### src/rtl/led_matrix_scanner_if.sv
// Bundle between the game controller and the LED matrix scanner: frame
// patterns and scan controls in, row/column drive and status out.
interface led_matrix_scanner_if;
    logic       enable;
    logic       load;
    logic [6:0] col1_in;
    logic [6:0] col2_in;
    logic [6:0] col3_in;
    logic [6:0] col4_in;
    logic [6:0] col5_in;
    logic       blink_en;
    logic [6:0] row_out;
    logic [4:0] col_sel;
    logic       frame_done;
    logic       busy;

    modport master (
        output enable, load, col1_in, col2_in, col3_in, col4_in, col5_in, blink_en,
        input  row_out, col_sel, frame_done, busy
    );

    modport slave (
        input  enable, load, col1_in, col2_in, col3_in, col4_in, col5_in, blink_en,
        output row_out, col_sel, frame_done, busy
    );
endinterface

### src/rtl/led_matrix_scanner.sv
// 7x5 LED matrix scanner: blanked column-by-column multiplexing of a
// double-buffered frame, with whole-matrix blinking on a frame-count timer.
module led_matrix_scanner #(
    parameter int unsigned COL_CYCLES     = 50000,
    parameter int unsigned BLANK_CYCLES   = 500,
    parameter int unsigned BLINK_FRAMES   = 25,
    parameter bit          COL_ACTIVE_LOW = 1'b1
) (
    input  logic                   clk,
    input  logic                   reset,
    led_matrix_scanner_if.slave    bus
);

    localparam int unsigned TICK_MAX = (COL_CYCLES > BLANK_CYCLES) ? COL_CYCLES : BLANK_CYCLES;
    localparam int unsigned TICK_W   = (TICK_MAX > 1) ? $clog2(TICK_MAX) : 1;
    localparam int unsigned FRAME_W  = (BLINK_FRAMES > 1) ? $clog2(BLINK_FRAMES) : 1;

    localparam logic [TICK_W-1:0]  BLANK_LAST = TICK_W'(BLANK_CYCLES - 1);
    localparam logic [TICK_W-1:0]  COL_LAST   = TICK_W'(COL_CYCLES - 1);
    localparam logic [TICK_W-1:0]  TICK_ZERO  = TICK_W'(0);
    localparam logic [TICK_W-1:0]  TICK_ONE   = TICK_W'(1);
    localparam logic [FRAME_W-1:0] FRAME_LAST = FRAME_W'(BLINK_FRAMES - 1);
    localparam logic [FRAME_W-1:0] FRAME_ZERO = FRAME_W'(0);
    localparam logic [FRAME_W-1:0] FRAME_ONE  = FRAME_W'(1);
    localparam logic [4:0]         COL_IDLE   = COL_ACTIVE_LOW ? 5'b11111 : 5'b00000;
    localparam logic [2:0]         LAST_COL   = 3'd4;

    typedef logic [4:0][6:0] frame_t;

    typedef enum logic [1:0] {
        IDLE  = 2'd0,
        BLANK = 2'd1,
        DRIVE = 2'd2
    } state_t;

    function automatic logic [4:0] col_sel_of(input logic [2:0] idx);
        logic [4:0] onehot;
        case (idx)
            3'd0:    onehot = 5'b00001;
            3'd1:    onehot = 5'b00010;
            3'd2:    onehot = 5'b00100;
            3'd3:    onehot = 5'b01000;
            3'd4:    onehot = 5'b10000;
            default: onehot = 5'b00000;
        endcase
        return onehot ^ COL_IDLE;
    endfunction

    function automatic logic [6:0] row_of(input frame_t frame, input logic [2:0] idx);
        logic [6:0] row;
        case (idx)
            3'd0:    row = frame[0];
            3'd1:    row = frame[1];
            3'd2:    row = frame[2];
            3'd3:    row = frame[3];
            3'd4:    row = frame[4];
            default: row = 7'h00;
        endcase
        return row;
    endfunction

    state_t             state_r;
    logic [2:0]         col_idx_r;
    logic [TICK_W-1:0]  tick_r;
    frame_t             active_r;
    frame_t             shadow_r;
    logic               pending_r;
    logic [FRAME_W-1:0] frame_cnt_r;
    logic               blink_phase_r;
    logic [6:0]         row_out_r;
    logic [4:0]         col_sel_r;
    logic               frame_done_r;
    logic               busy_r;

    frame_t             in_frame_s;
    frame_t             swap_frame_s;
    logic               swap_now_s;
    logic [6:0]         drive_row_s;

    assign in_frame_s   = {bus.col5_in, bus.col4_in, bus.col3_in, bus.col2_in, bus.col1_in};
    // A load arriving on the swap cycle bypasses the shadow so it is not lost.
    assign swap_frame_s = bus.load ? in_frame_s : shadow_r;
    assign swap_now_s   = bus.load | pending_r;
    assign drive_row_s  = (bus.blink_en && blink_phase_r) ? 7'h00 : row_of(active_r, col_idx_r);

    // Scan FSM, frame double buffer, blink timer and registered line drive
    always_ff @(posedge clk) begin
        if (reset) begin
            state_r       <= IDLE;
            col_idx_r     <= 3'd0;
            tick_r        <= TICK_ZERO;
            active_r      <= {5{7'h00}};
            shadow_r      <= {5{7'h00}};
            pending_r     <= 1'b0;
            frame_cnt_r   <= FRAME_ZERO;
            blink_phase_r <= 1'b0;
            row_out_r     <= 7'h00;
            col_sel_r     <= COL_IDLE;
            frame_done_r  <= 1'b0;
            busy_r        <= 1'b0;
        end else begin
            frame_done_r <= 1'b0;
            if (bus.load) begin
                shadow_r  <= in_frame_s;
                pending_r <= 1'b1;
            end else begin
                shadow_r  <= shadow_r;
            end

            if (!bus.enable) begin
                state_r   <= IDLE;
                col_idx_r <= 3'd0;
                tick_r    <= TICK_ZERO;
                row_out_r <= 7'h00;
                col_sel_r <= COL_IDLE;
                busy_r    <= 1'b0;
            end else begin
                case (state_r)
                    IDLE: begin
                        state_r   <= BLANK;
                        col_idx_r <= 3'd0;
                        tick_r    <= TICK_ZERO;
                        row_out_r <= 7'h00;
                        col_sel_r <= COL_IDLE;
                        busy_r    <= 1'b1;
                        if (swap_now_s) begin
                            active_r  <= swap_frame_s;
                            pending_r <= 1'b0;
                        end else begin
                            active_r  <= active_r;
                        end
                    end
                    BLANK: begin
                        busy_r <= 1'b1;
                        if (tick_r == BLANK_LAST) begin
                            state_r   <= DRIVE;
                            tick_r    <= TICK_ZERO;
                            col_sel_r <= col_sel_of(col_idx_r);
                            row_out_r <= drive_row_s;
                        end else begin
                            tick_r    <= tick_r + TICK_ONE;
                            col_sel_r <= COL_IDLE;
                            row_out_r <= 7'h00;
                        end
                    end
                    DRIVE: begin
                        busy_r <= 1'b1;
                        if (tick_r == COL_LAST) begin
                            state_r   <= BLANK;
                            tick_r    <= TICK_ZERO;
                            col_sel_r <= COL_IDLE;
                            row_out_r <= 7'h00;
                            if (col_idx_r == LAST_COL) begin
                                // Frame boundary: the only point where active and blink state move.
                                col_idx_r    <= 3'd0;
                                frame_done_r <= 1'b1;
                                if (swap_now_s) begin
                                    active_r  <= swap_frame_s;
                                    pending_r <= 1'b0;
                                end else begin
                                    active_r  <= active_r;
                                end
                                if (frame_cnt_r == FRAME_LAST) begin
                                    frame_cnt_r   <= FRAME_ZERO;
                                    blink_phase_r <= ~blink_phase_r;
                                end else begin
                                    frame_cnt_r   <= frame_cnt_r + FRAME_ONE;
                                end
                            end else begin
                                col_idx_r <= col_idx_r + 3'd1;
                            end
                        end else begin
                            tick_r    <= tick_r + TICK_ONE;
                            col_sel_r <= col_sel_of(col_idx_r);
                            row_out_r <= drive_row_s;
                        end
                    end
                    default: begin
                        state_r   <= IDLE;
                        col_idx_r <= 3'd0;
                        tick_r    <= TICK_ZERO;
                        row_out_r <= 7'h00;
                        col_sel_r <= COL_IDLE;
                        busy_r    <= 1'b0;
                    end
                endcase
            end
        end
    end

    assign bus.row_out    = row_out_r;
    assign bus.col_sel    = col_sel_r;
    assign bus.frame_done = frame_done_r;
    assign bus.busy       = busy_r;

endmodule
### src/flat_wrapper.sv
// flat-port wrapper written by rule: the top's interface ports become plain ports
module led_matrix_scanner_flat 
#(
    parameter int unsigned COL_CYCLES     = 50000,
    parameter int unsigned BLANK_CYCLES   = 500,
    parameter int unsigned BLINK_FRAMES   = 25,
    parameter bit          COL_ACTIVE_LOW = 1'b1
)
  (clk, reset, bus_enable, bus_load, bus_col1_in, bus_col2_in, bus_col3_in, bus_col4_in, bus_col5_in, bus_blink_en, bus_row_out, bus_col_sel, bus_frame_done, bus_busy);
  led_matrix_scanner_if bus_i ();
  input  logic clk;
  input  logic reset;
  input wire logic [$bits(bus_i.enable)-1:0] bus_enable;
  input wire logic [$bits(bus_i.load)-1:0] bus_load;
  input wire logic [$bits(bus_i.col1_in)-1:0] bus_col1_in;
  input wire logic [$bits(bus_i.col2_in)-1:0] bus_col2_in;
  input wire logic [$bits(bus_i.col3_in)-1:0] bus_col3_in;
  input wire logic [$bits(bus_i.col4_in)-1:0] bus_col4_in;
  input wire logic [$bits(bus_i.col5_in)-1:0] bus_col5_in;
  input wire logic [$bits(bus_i.blink_en)-1:0] bus_blink_en;
  output wire logic [$bits(bus_i.row_out)-1:0] bus_row_out;
  output wire logic [$bits(bus_i.col_sel)-1:0] bus_col_sel;
  output wire logic [$bits(bus_i.frame_done)-1:0] bus_frame_done;
  output wire logic [$bits(bus_i.busy)-1:0] bus_busy;
  assign bus_i.enable = bus_enable;
  assign bus_i.load = bus_load;
  assign bus_i.col1_in = bus_col1_in;
  assign bus_i.col2_in = bus_col2_in;
  assign bus_i.col3_in = bus_col3_in;
  assign bus_i.col4_in = bus_col4_in;
  assign bus_i.col5_in = bus_col5_in;
  assign bus_i.blink_en = bus_blink_en;
  assign bus_row_out = bus_i.row_out;
  assign bus_col_sel = bus_i.col_sel;
  assign bus_frame_done = bus_i.frame_done;
  assign bus_busy = bus_i.busy;
  led_matrix_scanner #(.COL_CYCLES(COL_CYCLES), .BLANK_CYCLES(BLANK_CYCLES), .BLINK_FRAMES(BLINK_FRAMES), .COL_ACTIVE_LOW(COL_ACTIVE_LOW)) u_core (.clk(clk), .reset(reset), .bus(bus_i));
endmodule
### config.mk
export PLATFORM = sky130hd
export DESIGN_NAME = led_matrix_scanner_flat
export DESIGN_NICKNAME = d
export VERILOG_FILES = /design/src/rtl/led_matrix_scanner_if.sv /design/src/rtl/led_matrix_scanner.sv /design/src/flat_wrapper.sv
export SDC_FILE = /design/constraint.sdc
export NUM_CORES = 1
export LEC_CHECK = 0
export CAP_MARGIN = 20
export CORE_MARGIN = 1.5
export CORE_UTILIZATION = 52
export CTS_BUF_LIST = sky130_fd_sc_hd__clkbuf_8
export DETAILED_ROUTE_END_ITERATION = 7
export PLACE_DENSITY = 0.82
export SLEW_MARGIN = 10
export SYNTH_ARGS = -nofsm -noshare
export SYNTH_HDL_FRONTEND = slang
export SYNTH_SLANG_ARGS = --single-unit
### constraint.sdc
create_clock -name clk -period 2.1 [get_ports clk]
set_input_delay 0.42 -clock clk [delete_from_list [all_inputs] [get_ports clk]]
set_output_delay 0.42 -clock clk [all_outputs]
set_load 0.01 [all_outputs]
# == Word-level counts from Yosys, hierarchy flattened ==
# Cells that the tools add are included.
# op_classes
n_eq_ne,12
add_sub_neg,3
bitwise,8
muxes,40
reduce_logical,12
# op_table
op,n
2-to-1 mux 35 bit,4
case mux 35 bit (2 select lines),1
2-to-1 mux 5 bit,11
case mux 7 bit (5 select lines),1
2-to-1 mux 16 bit,2
case mux 16 bit (2 select lines),1
case mux 5 bit (5 select lines),1
2-to-1 mux 7 bit,3
"adder 16 x 1 -> 16 bit, second input constant",1
"equality test 16 bit, second input constant",1
"equality test 16 x 9 -> 1 bit, second input constant",1
case mux 7 bit (2 select lines),1
inverter 5 bit,2
case mux 5 bit (2 select lines),1
AND reduction 4 bit,2
2-to-1 mux 1 bit,7
"equality test 3 x 2 -> 1 bit, second input constant",2
2-to-1 mux 3 bit,2
"!= test 2 x 1 -> 1 bit, second input constant",3
case mux 2 bit (3 select lines),1
case mux 3 bit (2 select lines),1
"adder 5 x 1 -> 5 bit, second input constant",1
"equality test 5 bit, second input constant",1
inverter 1 bit,5
17 further kinds,19
# word_totals
register_bits,112
out_inout_bits,14
wordCells,95

# == Depth between registers and ports, before layout ==
# Gate-level depths: netlist of the first run.
# depth
ltp_word,9
depth_mapped,8
mapped_depth_nobuf,6

# == Worst setup path after synthesis of the first run ==
# Ideal clock, no wire load.
# synth_path
path_type,flip-flop to flip-flop
start,register u_core.tick_r[12]
end,register u_core.tick_r[5]
path_slack_ns,0.082
stages_incl_launch_ff,6
required_time_ns,1.985
arrival_ns,1.904
period_less_slack_ns,2.018
n_path_buf,1
setup_time_ns,0.115
cell_sequence,dfxtp_1 or4_4 or4_1 a2bb2oi_4 buf_4 nor2_1
# synth_via
elab_chain_len,3
# synth_rtl
element,line,source
from (decl),led_matrix_scanner.sv:64,logic [TICK_W-1:0] tick_r;
from (signal assigned),led_matrix_scanner.sv:141,tick_r <= tick_r + TICK_ONE;
from (signal assigned),led_matrix_scanner.sv:173,tick_r <= tick_r + TICK_ONE;
equality test 16 bit or equality test 16 x 9 -> 1 bit (tied branches),"led_matrix_scanner.sv:148, led_matrix_scanner.sv:135",
2-to-1 mux 16 bit (on tied branches),"led_matrix_scanner.sv:148, led_matrix_scanner.sv:135",
case mux 16 bit (2 select lines) (*),led_matrix_scanner.sv:118,case (state_r)
# Every way passes the cells marked *; elsewhere a longest branch is shown, timed or not.
# A chain may end at the register's enable or synchronous reset.

# == Worst setup path in the final report of the first run ==
# layout_path
start,register u_core.tick_r[12]
end,register u_core.tick_r[13]
# layout_via
elab_chain_len,3
# layout_rtl
element,line
"adder 16 x 1 -> 16 bit, or another cell as far along","led_matrix_scanner.sv:141, led_matrix_scanner.sv:173"
2-to-1 mux 16 bit (on tied branches),"led_matrix_scanner.sv:148, led_matrix_scanner.sv:135"
case mux 16 bit (2 select lines) (*),led_matrix_scanner.sv:118
# Marks and branches as above.

==> results.yml, run 1 <==
timing:
  finalSetupViolCount: 0
  rsz0062_at_grt: "false"
  hold_viol: 0
  drv_slew: 0
  skew_ns: 0.0160
  fmax_ghz: 0.496
  relSlewSlack_pct: 71.5
  period_needed_ns: 2.02
  fin_setup_tns_ns: 0
  tightest_slew_ns: 0.428
  fin_crit_sh_pct: 96.0
critical_path:
  end_kind: "flop"
  max_stage_delay_ns: 0.57
  critPathLaunch: "u_core.tick_r[12]"
  r2r_slack_ns: 0.08
  path_delay_family: "simple AND/OR/NAND/NOR gates"
  crit_type: "flop to flop"
  crit_path_end: "u_core.tick_r[13]"
  worstPathCellList: "or4_4, or4_4, a2bb2oi_4, buf_4, a21oi_1"
  crit_required_ns: 2.35
  crit_path_start_kind: "flop"
  critPathMaxFanout: 7
  slowest_stage: "or4_4"
  r2r_end: "u_core.tick_r[13]"
  path_depth: 5
  cp_common_cell: "or4_4"
  reg2reg_depth: 5
  critPathArrivalTime_ns: 2.26
  rr_startpoint: "u_core.tick_r[12]"
  path_buf_inv: 1
logic_synthesis:
  yosysUniqueCellTypes: 48
  async_reset_ff_share_pct: 0
  yosys_register_bits: 112
  synth_area_um2: 4820
  synth_edf_count: 0
  synthFlopType: "dfxtp_1"
  synth.avg_cell_area_um2: 9.84
  synth_nets: 542
  yosysWarnings: 0
  yosysSeqAreaShare_pct: 46.5
  synthCells: 490
layout:
  final_cell_mix: "111 x dfxtp_1, 63 x nor2_1, 51 x clkdlybuf4s50_1"
  area_growth_pct: 21.7
  finalNonFillerCells: 669
  n_antenna_cell: 0
  postLayoutCoreUtil_pct: 66.3
  drive_above_1_share_pct: 17.6
  fin_nets: 608
  fillers: 694
  seqCellArea_um2: 2240
  final_common_cell: "dfxtp_1"
  multi_input_area_um2: 2410
placement:
  numPortBuffers: 53
  gp_congestion: 0.867
  hpwl_um: 7460
  dp.cells: 651
clocking:
  htree_levels: 3
  cts_buffers: 9
  cts_tree: "built"
  clk_path_buf_depth: 2
  clk_pin_slew_worst_paths_ns: 0.10
  clock_latency_ns: 0.37
  clock-root-buffer: "clkbuf_8"
  cts.sinks: 112
floorplan:
  die_h_um: 99.3
  ioPinCount: 54
  die-area_um2: 9860
  rows: 34
  core_um2: 8850
  die_w_um: 99.3
  start_util_pct: 54.5
grt:
  grt_pass1_vias: 3760
  grt_usage_pct: 21.9
  overflow: 0
  antenna_found_initial: 0
  grt_max_degree: 78
  grt_pass1_wl_um: 17500
pwr:
  ir_drop_mv: 0.326
  power_leakage_uw: 0.00230
  power_density_nw_per_um2: 646
route:
  drt-initial-drc-count: 180
  viasPerCell: 5.66
  routed_wl_um: 10300
  first_pass_iters: 5
  post_drt_wl_per_cell_um: 15.4
  drc: 0
  antenna_left: 0
  via_count: 3787
status:
  outcome: "completed"
run:
  maxCapViolCount: 0
worst_hold_path:
  hp-class: "input port to flop"
==> cell families after synthesis <==
| group | count (synthesis) | synth area share (%) |
|---|---|---|
| XOR/XNOR | 10 | 1.82 |
| AND/OR/NAND/NOR | 172 | 19.6 |
| multiplexers | 70 | 15.4 |
| AO/OA/AOI/OAI | 67 | 9.61 |
| flip-flops | 112 | 46.5 |
| buffers and inverters | 47 | 3.87 |
| adder cells (fa/ha/maj) | 12 | 3.12 |
==> per-layer routing <==
metal  GRT usage (%)  share of wire, %  wire length [µm]  vias up
li1                -                 -                 -     1869
met1            28.9                44              4570     1809
met2            37.5                50              5110      103
met3            3.37               5.2               534        6
met4            6.39              0.72                74        0
met5               0                 0                 0        -
==> synth_stat cells (3+ instances only) <==
library cell | n | area (µm²)
a211oi_1 | 6 | 45.0
a21oi_1 | 19 | 95.1
a222oi_1 | 7 | 70.1
and3_1 | 3 | 18.8
and4_1 | 4 | 35.0
and4b_1 | 3 | 30.0
buf_2 | 5 | 25.0
clkbuf_1 | 25 | 93.8
dfxtp_1 | 112 | 2240
ha_1 | 12 | 150
inv_1 | 14 | 52.6
mux2_2 | 35 | 394
mux2i_1 | 35 | 350
nand2_1 | 7 | 26.3
nand3_1 | 14 | 70.1
nand4_1 | 8 | 50.1
nor2_1 | 63 | 236
nor2b_1 | 38 | 238
nor3_1 | 3 | 15.0
nor4_1 | 3 | 18.8
o21ai_0 | 17 | 85.1
o31ai_1 | 7 | 52.6
or3_1 | 3 | 18.8
or4_1 | 11 | 82.6
xnor2_1 | 7 | 61.3
xor2_1 | 3 | 26.3
==> how the worst min path moves through the flow <==
stage,startpoint,endpoint,cells past startpoint
6_report,reset,u_core.blink_phase_r,2
5_1_grt,reset,u_core.blink_phase_r,2
3_5_place_dp,u_core.active_r[22],u_core.bus.row_out[1],2
3_3_place_gp,u_core.active_r[23],u_core.bus.row_out[2],2
2_1_floorplan,u_core.tick_r[0],u_core.tick_r[0],1
4_1_cts,reset,u_core.blink_phase_r,2
==> metrics by stage <==
step / area (µm²) / setup WS (ns) / hold WS (ns) / total power, µW
floorplan: 4820 / 0.0816 / 0.426 / 2480
global placement: 5650 / 0.0100 / 0.470 / 2620
detailed placement: 5650 / -0.0558 / 0.475 / 2640
CTS: 5840 / 0.00978 / 0.299 / 3820
global route: 5860 / 0.0273 / 0.320 / 3950
finish: 5860 / 0.0846 / 0.315 / 3790
==> flip-flops by register name, indices dropped and copies added (netlist names) <==
name	cells
u_core.active_r	35
u_core.tick_r	16
u_core.shadow_r	35
u_core.bus.col_sel	5
u_core.bus.row_out	7
u_core.bus.busy	1
u_core.blink_phase_r	1
u_core.frame_cnt_r	5
u_core.bus.frame_done	1
u_core.pending_r	1
u_core.col_idx_r	3
u_core.state_r	2
==> worst reg2reg max path, delay by kind of cell, from the launching register on <==
kind	cells	cell delay, ns
AND/OR/NAND/NOR	2	1.11
flip-flops	1	0.33
AO/OA/AOI/OAI	2	0.31
buffers and inverters	1	0.17
==> where the power goes <==
group          switching, µW  total (µW)  internal (µW)
Sequential              30.1        2230           2200
Clock                    743        1200            454
Combinational            158         357            199
Total                    931        3790           2860
==> layout make-up <==
cell class,instances,share of cell area [%]
Clock inverter,7,1.11
Inverter,14,0.896
Multi-Input combinational cell,331,41.1
Timing Repair Buffer,88,14.2
Tap cell,108,2.30
Clock buffer,9,2.11
Sequential cell,112,38.3
==> repair_timing <==
| item | in CTS | in global routing |
|---|---|---|
| buffers inserted | 0 | 2 |
| hold endpoints to repair | 0 | 0 |
| setup endpoints to repair | 0 | 28 |
| resized for setup | 0 | 4 |
| hold buffers | 0 | 0 |
No activity file was read; power rests on OpenSTA's default activity.
==> run 2, diff against run 1 <==
Settings changed: GPL_ROUTABILITY_DRIVEN set to 0.
==> results of run 2 <==
Same layout as run 1: the final DEF is identical, and so are final timing and power.
==> run 3, diff against run 2 <==
Settings changed: CTS_CLUSTER_DIAMETER set to 60.
==> results of run 3 <==
Same layout as run 1: the final DEF is identical, and so are final timing and power.
